File: src/rtl/hires_fill_ctrl.sv
// Rectangle fill engine and port-A arbiter for the 20K hires RAM ({x, y} addressing).
// Define HIRES_FILL_XOR_EN to build the read-modify-write XOR fill mode.
module hires_fill_ctrl #(
  parameter int ADDR_X_W = 7,
  parameter int ADDR_Y_W = 8
) (
  input  logic                         clk,
  input  logic                         srst,
  input  logic                         cfg_we,
  input  logic [2:0]                   cfg_addr,
  input  logic [7:0]                   cfg_din,
  input  logic                         cpu_req,
  input  logic                         cpu_we,
  input  logic [ADDR_X_W+ADDR_Y_W-1:0] cpu_addr,
  input  logic [7:0]                   cpu_wdata,
  output logic                         cpu_ack,
  output logic                         mem_ce,
  output logic                         mem_we,
  output logic [ADDR_X_W+ADDR_Y_W-1:0] mem_addr,
  output logic [7:0]                   mem_din,
  output logic                         mem_oce,
  input  logic [7:0]                   mem_dout,
  output logic                         busy,
  output logic                         done,
  output logic [7:0]                   status
);
  localparam int CW = ADDR_X_W + ADDR_Y_W + 1;

`ifdef HIRES_FILL_XOR_EN
  typedef enum logic [2:0] {
    S_IDLE = 3'd0, S_FILL = 3'd1, S_FINISH = 3'd2,
    S_RD = 3'd3, S_WAIT1 = 3'd4, S_WAIT2 = 3'd5, S_WR = 3'd6
  } state_t;
`else
  typedef enum logic [2:0] {
    S_IDLE = 3'd0, S_FILL = 3'd1, S_FINISH = 3'd2
  } state_t;
`endif

  state_t state;

  logic [ADDR_X_W-1:0] x0_r, w_r, xc, nxt_xc;
  logic [ADDR_Y_W-1:0] y0_r, h_r, yc, ycnt, nxt_yc, nxt_ycnt, h_last;
  logic [7:0]          pat_r;
  logic [CW-1:0]       rem, w_eff, h_eff, total;
  logic                cmd_wr, abort, start, last, col_end;
  logic                cpu_grant, rmw_lock, cpu_rd_q, xor_bit;

  assign cmd_wr = cfg_we && (cfg_addr == 3'd5);
  assign abort  = cmd_wr && cfg_din[7];
  assign start  = cmd_wr && cfg_din[0] && !cfg_din[7] && !busy;

  assign busy = (state != S_IDLE) && (state != S_FINISH);
  assign done = (state == S_FINISH);

  // Zero in W/H selects the full 128 columns / 256 lines.
  assign w_eff = (w_r == '0) ? (CW'(1) << ADDR_X_W) : CW'(w_r);
  assign h_eff = (h_r == '0) ? (CW'(1) << ADDR_Y_W) : CW'(h_r);
  assign total = w_eff * h_eff;

  assign h_last  = h_r - ADDR_Y_W'(1);
  assign col_end = (ycnt == h_last);
  assign last    = (rem == CW'(1));

  // y is the inner loop; wraps on its own and reloads Y0 at column end.
  always_comb begin
    nxt_xc   = xc;
    nxt_yc   = yc + ADDR_Y_W'(1);
    nxt_ycnt = ycnt + ADDR_Y_W'(1);
    if (col_end) begin
      nxt_xc   = xc + ADDR_X_W'(1);
      nxt_yc   = y0_r;
      nxt_ycnt = '0;
    end
  end

`ifdef HIRES_FILL_XOR_EN
  logic       xor_q, abort_pend;
  logic [7:0] rd_q;
  assign rmw_lock = (state == S_WAIT1) || (state == S_WAIT2) || (state == S_WR);
  assign xor_bit  = xor_q;
`else
  logic unused_dout;
  assign unused_dout = ^mem_dout;
  assign rmw_lock    = 1'b0;
  assign xor_bit     = 1'b0;
`endif

  assign cpu_grant = cpu_req && !rmw_lock && !srst;
  assign status    = {busy, xor_bit, 6'b0};

  always_comb begin
    cpu_ack  = 1'b0;
    mem_ce   = 1'b0;
    mem_we   = 1'b0;
    mem_addr = '0;
    mem_din  = '0;
    if (cpu_grant) begin
      cpu_ack  = 1'b1;
      mem_ce   = 1'b1;
      mem_we   = cpu_we;
      mem_addr = cpu_addr;
      mem_din  = cpu_we ? cpu_wdata : 8'h00;
    end else begin
      case (state)
        S_FILL: begin
          mem_ce   = 1'b1;
          mem_we   = 1'b1;
          mem_addr = {xc, yc};
          mem_din  = pat_r;
        end
`ifdef HIRES_FILL_XOR_EN
        S_RD: begin
          mem_ce   = 1'b1;
          mem_addr = {xc, yc};
        end
        S_WR: begin
          mem_ce   = 1'b1;
          mem_we   = 1'b1;
          mem_addr = {xc, yc};
          mem_din  = rd_q ^ pat_r;
        end
`endif
        default: ;
      endcase
    end
  end

`ifdef HIRES_FILL_XOR_EN
  assign mem_oce = cpu_rd_q || (state == S_WAIT1);
`else
  assign mem_oce = cpu_rd_q;
`endif

  always_ff @(posedge clk or posedge srst) begin
    if (srst) begin
      state    <= S_IDLE;
      x0_r     <= '0;
      y0_r     <= '0;
      w_r      <= '0;
      h_r      <= '0;
      pat_r    <= '0;
      xc       <= '0;
      yc       <= '0;
      ycnt     <= '0;
      rem      <= '0;
      cpu_rd_q <= 1'b0;
`ifdef HIRES_FILL_XOR_EN
      xor_q      <= 1'b0;
      abort_pend <= 1'b0;
      rd_q       <= '0;
`endif
    end else begin
      cpu_rd_q <= cpu_grant && !cpu_we;
      if (cfg_we && !busy) begin
        case (cfg_addr)
          3'd0: x0_r  <= cfg_din[ADDR_X_W-1:0];
          3'd1: y0_r  <= cfg_din[ADDR_Y_W-1:0];
          3'd2: w_r   <= cfg_din[ADDR_X_W-1:0];
          3'd3: h_r   <= cfg_din[ADDR_Y_W-1:0];
          3'd4: pat_r <= cfg_din;
          default: ;
        endcase
      end
      case (state)
        S_IDLE, S_FINISH: begin
          state <= S_IDLE;
          if (start) begin
            xc   <= x0_r;
            yc   <= y0_r;
            ycnt <= '0;
            rem  <= total;
`ifdef HIRES_FILL_XOR_EN
            xor_q      <= cfg_din[1];
            abort_pend <= 1'b0;
            state      <= cfg_din[1] ? S_RD : S_FILL;
`else
            state <= S_FILL;
`endif
          end
        end
        S_FILL: begin
          if (abort) state <= S_FINISH;
          else if (!cpu_grant) begin
            xc   <= nxt_xc;
            yc   <= nxt_yc;
            ycnt <= nxt_ycnt;
            rem  <= rem - CW'(1);
            if (last) state <= S_FINISH;
          end
        end
`ifdef HIRES_FILL_XOR_EN
        // Once the read issues, the byte completes before an abort takes effect.
        S_RD: begin
          if (!cpu_grant) begin
            state      <= S_WAIT1;
            abort_pend <= abort;
          end else if (abort) state <= S_FINISH;
        end
        S_WAIT1: begin
          abort_pend <= abort_pend || abort;
          state      <= S_WAIT2;
        end
        S_WAIT2: begin
          abort_pend <= abort_pend || abort;
          rd_q       <= mem_dout;
          state      <= S_WR;
        end
        S_WR: begin
          xc    <= nxt_xc;
          yc    <= nxt_yc;
          ycnt  <= nxt_ycnt;
          rem   <= rem - CW'(1);
          state <= (last || abort_pend || abort) ? S_FINISH : S_RD;
        end
`endif
        default: state <= S_IDLE;
      endcase
    end
  end
endmodule

File: config.mk
export PLATFORM = sky130hd
export DESIGN_NAME = hires_fill_ctrl
export DESIGN_NICKNAME = d
export VERILOG_FILES = /design/src/rtl/hires_fill_ctrl.sv
export SDC_FILE = /design/constraint.sdc
export NUM_CORES = 1
export LEC_CHECK = 0
export CORE_MARGIN = 1.5
export CORE_UTILIZATION = 53
export CTS_BUF_LIST = sky130_fd_sc_hd__clkbuf_4
export CTS_CLUSTER_SIZE = 14
export DETAILED_ROUTE_END_ITERATION = 8
export PLACE_DENSITY_LB_ADDON = 0.2
export RECOVER_POWER = 50
export SKIP_CTS_REPAIR_TIMING = 1
export SLEW_MARGIN = 40
export SYNTH_ARGS = -nofsm -noshare
export SYNTH_HDL_FRONTEND = slang
export SYNTH_SLANG_ARGS = --single-unit
File: constraint.sdc
create_clock -name clk -period 5.4 [get_ports clk]
set_clock_uncertainty 0.1 [all_clocks]
set_input_delay 1.08 -clock clk [delete_from_list [all_inputs] [get_ports clk]]
set_output_delay 1.08 -clock clk [all_outputs]
set_load 0.01 [all_outputs]
==> summary.md, run 1 <==
| Metric | Value |
|---|---|
| Worst Path Required | ~5.7 ns |
| Synth cell types | between 60 and 70 |
| Type of origin of the critical path | register |
| Final #Nets | between 900 and 1000 |
| Main combinational cell family by area after synthesis | adder cells |
| Crit path top cell by count | fa_1 |
| Worst Setup Slack, final | 0.125 ns |
| Most common cell after layout, fill and taps aside | dfrtp_1 |
| Placeable Area | 12700 um^2 |
| Initial Util | 54.4% |
| Initial antenna violation count | 0 |
| Share of post-route cells with drive strength above 1 | 15.3% |
| Synth Area in Adders | roughly a fifth |
| Flops & latches, synth | 80 |
| XOR/XNOR Fraction of Synth Area | under 10% |
| Die height | roughly 120 um |
| Main area contributors after synthesis | dfrtp_1, fa_1, ha_1, mux2_2, and2_1 |
| Cells after synthesis | around 730 |
| Via density | just under 6 |
| Setup violations, final | 0 |
| Setup crit end kind | register |
| Cell taking the most area after synthesis | dfrtp_1 |
| Final Core Density | a little over three fifths |
| CTS Buffer Depth | 2 |
| Worst Setup Slack post-DPL | -0.0240 ns |
| Crit-path slowest cell | fa_1 |
| Diode count | 0 |
| Status | finished, final reports clean |
| Worst-Skew Late Latency | 0.48 ns |
| Post-Route WL | between 15000 and 20000 um |
| Vias in the first global route | 5529 |
| Compound-Gate Fraction of Synth Area | ~15% |
| Port bufs | 68 |
| Total track usage | about a quarter |
| CTS buffer count | 9 |
| Final Slew Violations | 0 |
| Post-layout minimum cycle time | about 5.3 ns |
| Root Buffer | clkbuf_4 |
| Rel. slew slack | roughly a fifth |
| Post-route setup TNS | 0 ns |
| Peak Freq | 190 MHz |
| Initial drt markers | 508 |
| Max incr delay on CP | approximately 0.54 ns |
| Residual DRC | 0 |
| Mapped Area | approximately 6900 um^2 |
| Worst Hold Class | register to register |
| Post-DP HPWL | around 12000 um |
| First-pass iteration count of the detailed router | 6 |
| Maxcap violations | 0 |
| Avg Inst Size Synth | between 9 and 10 um^2 |
| Clock slew at reported path FFs | about 0.15 ns |
| First-pass GRT wire length | 27200 um |
| Top delay family on crit path | adder cells |
| Global route overflow | 0 |
| Most frequent cells in the layout | dfrtp_1, inv_1, clkdlybuf4s50_1 |
| RD Place Congestion | ~0.8 |
| Final period util | between 90% and 100% |
| # fillers | roughly 1100 |
| DRT antenna net count | 0 |
| Routed via count | roughly 5600 |
| Hold Vio Cnt, Final | 0 |
| P&R area growth vs syn | 16.2% |
| Cell row count | 41 |
| Synth warn | 0 |
| # clock sinks | 80 |
| Buf+Inv Stages, Crit Path | 3 |
| Critical path class | register to register |
| Crit-path max FO | 4 |
| Synth top area share | slightly below 30% |
| Post-synth top flop | dfrtp_1 |
| DR WL/cell | 17.0 um |
| Critical Path AT | about 5.6 ns |
| Post-Synth Simple-Gate Area | 18.1% |
| Largest net degree at the start of global routing | 59 |
| Seq/Total Area, Yosys | 29.0% |
| CTS tree | done |
| Die width | around 120 um |
| EDFF count, synth | 0 |
| Mux cell area share after synthesis | under 10% |
| Async SR Flop Fraction | 100% |
| Boundary pin count | 84 |
| Critical Path, Cell by Cell | or4_4 -> nor4_4 -> buf_4 -> and2_1 -> fa_1 -> fa_1 -> fa_1 -> inv_1 -> fa_1 -> inv_1 -> ha_1 -> a211oi_1 -> o211ai_1 -> a41oi_2 -> o21bai_1 -> a41o_1 -> nor2_1 |
| Worst slew pin tran | roughly 1.2 ns |
| H-tree levels | 3 |
| Die Footprint | roughly 14000 um^2 |
## worst paths after layout
path	from	slack, ns	cells past startpoint	endpoint
hold / removal	x0_r[2]$_DFFE_PP0P_	0.42	1	x0_r[2]$_DFFE_PP0P_
setup / recovery	w_r[3]$_DFFE_PP0P_	0.12	17	rem[14]$_DFFE_PP0P_
max in group asynchronous	srst	1.46	5	rem[5]$_DFFE_PP0P_
min in group asynchronous	srst	1.39	3	pat_r[0]$_DFFE_PP0P_
hold reg to reg	x0_r[2]$_DFFE_PP0P_	0.42	1	x0_r[2]$_DFFE_PP0P_
setup reg to reg	w_r[3]$_DFFE_PP0P_	0.12	17	rem[14]$_DFFE_PP0P_
## final cells by class
cell class              count  area [um^2]  share of cell area [%]
multi-input cells         534         4490                    56.0
flip-flops and latches     80         2000                    25.0
repair buffers             97          888                    11.1
inverters                  73          275                    3.43
well taps                 172          215                    2.68
clock inverters             7         78.8                   0.983
clock buffers               9         67.6                   0.843
## stage by stage
| step | instances | hold slack (ns) | instance area [um^2] |
|---|---|---|---|
| floorplan | 739 | 0.371 | 6950 |
| global placement | 954 | 0.390 | 7770 |
| detailed placement | 954 | 0.398 | 7780 |
| CTS | 970 | 0.428 | 7930 |
| global route | 972 | 0.459 | 8020 |
| finish | 972 | 0.422 | 8020 |
## logic make-up after synthesis
group | Yosys count
AO/OA/AOI/OAI | 151
XOR/XNOR | 27
adder cells (fa/ha/maj) | 83
buffers and inverters | 125
flip-flops | 80
multiplexers | 41
other | 1
AND/OR/NAND/NOR | 225
## synthesized netlist by cell type (17+ instances only)
master    count
inv_1        73
mux2_2       38
fa_1         41
o21ai_0      32
clkbuf_1     30
dfrtp_1      80
nand3_1      17
nor2_1       23
a21oi_1      28
ha_1         41
and2_1       45
xnor2_1      18
nand2_1      63
## flip-flops by register name (all words and copies together) (netlist names)
signal   flops
rem         16
h_r          8
pat_r        8
y0_r         8
yc           8
ycnt         8
w_r          7
x0_r         7
xc           7
state        2
mem_oce      1
## routing by layer
layer  wire length [um]  GRT usage, %  vias up
met5                  0             0        -
met2               7960          42.2      184
met4                202          6.10        0
li1                   -             -     2639
met3               1000          5.61       19
met1               7360          35.6     2806
Power of run 1 is left out: the tool's default activity adds up to more than one toggle a clock period on the data nets, which glitch-free logic cannot reach.
==> run 2: changes to the inputs <==
--- a/config.mk
+++ b/config.mk
@@ -6,10 +6,11 @@
 export NUM_CORES = 1
 export LEC_CHECK = 0
 export CORE_MARGIN = 1.5
-export CORE_UTILIZATION = 53
+export CORE_UTILIZATION = 61
 export CTS_BUF_LIST = sky130_fd_sc_hd__clkbuf_4
 export CTS_CLUSTER_SIZE = 14
 export DETAILED_ROUTE_END_ITERATION = 8
+export DONT_BUFFER_PORTS = 1
 export PLACE_DENSITY_LB_ADDON = 0.2
 export RECOVER_POWER = 50
 export SKIP_CTS_REPAIR_TIMING = 1
==> run 2 against run 1 <==
Net effect: the flow now finishes with violations (max-capacitance violations, max-slew violations); worst setup slack improved by 0.066 ns; worst hold slack improved by 0.0021 ns; die area down 13%; global-route usage grew 2.5 points; register-to-register slack better by 0.07 ns; critical path depth stayed put; core utilization is 4.6 points higher; maximum frequency rose by 1.3%; cell count is 10% lower; first-iteration DRC count fell by 20%; non-clock buffer count shrank 65.
==> summary.md, run 2 (synthesis gave the netlist of run 1 again) <==
| Metric | Value |
|---|---|
| Status | finished, violations left |
| Failing checks | max-capacitance violations, max-slew violations |
| Die height | 109 um (-6.6%) |
| Initial drt markers | 408 (-20%) |
| # fillers | 831 (-22%) |
| DRT antenna net count | 0 (unchanged) |
| Post-Route WL | 16400 um (-1.0%) |
| Die Footprint | 12000 um^2 (-13%) |
| Worst reg2reg path depth | 17 (unchanged) |
| P&R area growth vs syn | 7.56% |
| Final #Nets | 859 (-7.0%) |
| Share of post-route cells with drive strength above 1 | 18.4% (+3.1 points) |
| Most common cell after layout, fill and taps aside | dfrtp_1 |
| Worst-Skew Late Latency | 0.47 ns (about the same) |
| Post-layout minimum cycle time | 5.21 ns (-0.0663 ns) |
| Residual DRC | 0 (unchanged) |
| Clock slew at reported path FFs | 0.15 ns (about the same) |
| CTS tree | done |
| Global route overflow | 0 (unchanged) |
| Most frequent cells in the layout | dfrtp_1, inv_1, nand2_1 |
| Worst Path Required | 5.65 ns (-0.07 ns) |
| Initial Util | 63.1% (+8.6 points) |
| DR WL/cell | 18.7 um (+9.9%) |
| Peak Freq | 192 MHz (+1.3%) |
| # clock sinks | 80 (unchanged) |
| Top reg by flops | rem |
| Root Buffer | clkbuf_4 |
| Hold depth | 1 (unchanged) |
| Placeable Area | 10900 um^2 (-14%) |
| Top delay family on crit path | adder cells |
| First-pass iteration count of the detailed router | 6 (unchanged) |
| Post-DP HPWL | 12000 um (-3.2%) |
| Hold Vio Cnt, Final | 0 (unchanged) |
| Die width | 109 um (-6.6%) |
| First-pass GRT wire length | 26100 um (-4.2%) |
| Setup violations, final | 0 (unchanged) |
| Largest net degree at the start of global routing | 81 (+37%) |
| Critical Path, Cell by Cell | or4_4 -> nor4_4 -> buf_4 -> buf_4 -> and2_1 -> fa_1 -> fa_1 -> fa_1 -> inv_1 -> fa_1 -> inv_1 -> ha_4 -> a21oi_2 -> a211oi_4 -> o31ai_2 -> xnor2_1 -> a211oi_2 |
| Cell row count | 38 (-7.3%) |
| Crit-path max FO | 6 (+2) |
| CTS buffer count | 9 (unchanged) |
| Multi-input logic area | 4550 um^2 (+1.3%) |
| Crit-path slowest cell | fa_1 |
| Max incr delay on CP | 0.56 ns (+0.02 ns) |
| RD Place Congestion | 0.839 (+5.1%) |
| Rel. slew slack | -144% (-160 points) |
| Critical path class | register to register |
| Crit path top cell by count | fa_1 |
| Register area | 2000 um^2 (unchanged) |
| Initial antenna violation count | 0 (unchanged) |
| Routed via count | 5452 (-3.5%) |
| H-tree levels | 3 (unchanged) |
| Buf+Inv Stages, Crit Path | 4 (+1) |
| Maxcap violations | 1 (+1) |
| Diode count | 0 (unchanged) |
| Type of origin of the critical path | register |
| Cell depth of the worst setup path | 17 (unchanged) |
| Worst Hold Class | register to register |
| Final Slew Violations | 81 (+81) |
| Final period util | 96.5% (-1.2 points) |
| Boundary pin count | 84 (unchanged) |
| Final Core Density | 67.9% (+4.6 points) |
| CTS Buffer Depth | 2 (unchanged) |
| Critical Path AT | 5.46 ns (-0.14 ns) |
| Worst slew pin tran | 3.66 ns (+2.46 ns) |
| Port bufs | 0 (-100%) |
| Via density | 6.23 (+7.2%) |
| Setup crit end kind | register |
| Total track usage | 28.4% (+2.5 points) |
| Vias in the first global route | 5251 (-5.0%) |
| Max reg flops | 16 (unchanged) |
[run 2: layout make-up]
class / instances / share of cell area (%)
clock inverters: 7 / 1.43
inverters: 73 / 3.71
multi-input cells: 534 / 61.3
repair buffers: 32 / 3.27
well taps: 140 / 2.36
clock buffers: 9 / 0.910
flip-flops and latches: 80 / 27.0
[run 2: per-layer routing]
metal / share of wire, % / vias to the layer above / GRT usage, %
li1: - / 2519 / -
met1: 45 / 2735 / 38.8
met2: 49 / 183 / 46.1
met3: 5.7 / 15 / 5.99
met4: 0.94 / 0 / 7.61
met5: 0 / - / 0
[run 2: metrics by stage]
stage                     cells  TNS, ns  area [um^2]  hold slack (ns)  setup WS, ns
after floorplan             739        0         6950            0.371        0.0710
after global placement      854        0         7050            0.389        0.0554
after detailed placement    854        0         7060            0.396       0.00498
after CTS                   870  -0.0757         7230            0.417       -0.0413
after global routing        875   -0.100         7420            0.436       -0.0366
final                       875        0         7420            0.424         0.191
[run 2: final timing paths]
kind	start	endpoint	slack, ns
worst max-delay path	w_r[2]$_DFFE_PP0P_	rem[15]$_DFFE_PP0P_	0.19
worst min-delay path	x0_r[2]$_DFFE_PP0P_	x0_r[2]$_DFFE_PP0P_	0.42
worst max register to register	w_r[2]$_DFFE_PP0P_	rem[15]$_DFFE_PP0P_	0.19
worst min register to register	x0_r[2]$_DFFE_PP0P_	x0_r[2]$_DFFE_PP0P_	0.42
max in group asynchronous	srst	rem[12]$_DFFE_PP0P_	1.10
min in group asynchronous	srst	xc[0]$_DFFE_PP0P_	2.03
[run 2: worst register-to-register path, cell delays in order (launching register included)]
cell and delay, ns:
dfrtp_1 0.41, or4_4 0.55, nor4_4 0.32, buf_4 0.16, buf_4 0.13, and2_1 0.15
fa_1 0.42, fa_1 0.53, fa_1 0.56, inv_1 0.06, fa_1 0.53, inv_1 0.06
ha_4 0.26, a21oi_2 0.23, a211oi_4 0.06, o31ai_2 0.27, xnor2_1 0.20, a211oi_2 0.10
Power of run 2 is left out for the same reason.
==> run 3: changes to the inputs <==
--- a/config.mk
+++ b/config.mk
@@ -8,7 +8,7 @@
 export CORE_MARGIN = 1.5
 export CORE_UTILIZATION = 61
 export CTS_BUF_LIST = sky130_fd_sc_hd__clkbuf_4
-export CTS_CLUSTER_SIZE = 14
+export CTS_CLUSTER_SIZE = 10
 export DETAILED_ROUTE_END_ITERATION = 8
 export DONT_BUFFER_PORTS = 1
 export PLACE_DENSITY_LB_ADDON = 0.2
==> results of run 3 <==
Final layout, timing and power as in run 2 (identical DEF).
Power of run 3 is left out for the same reason.
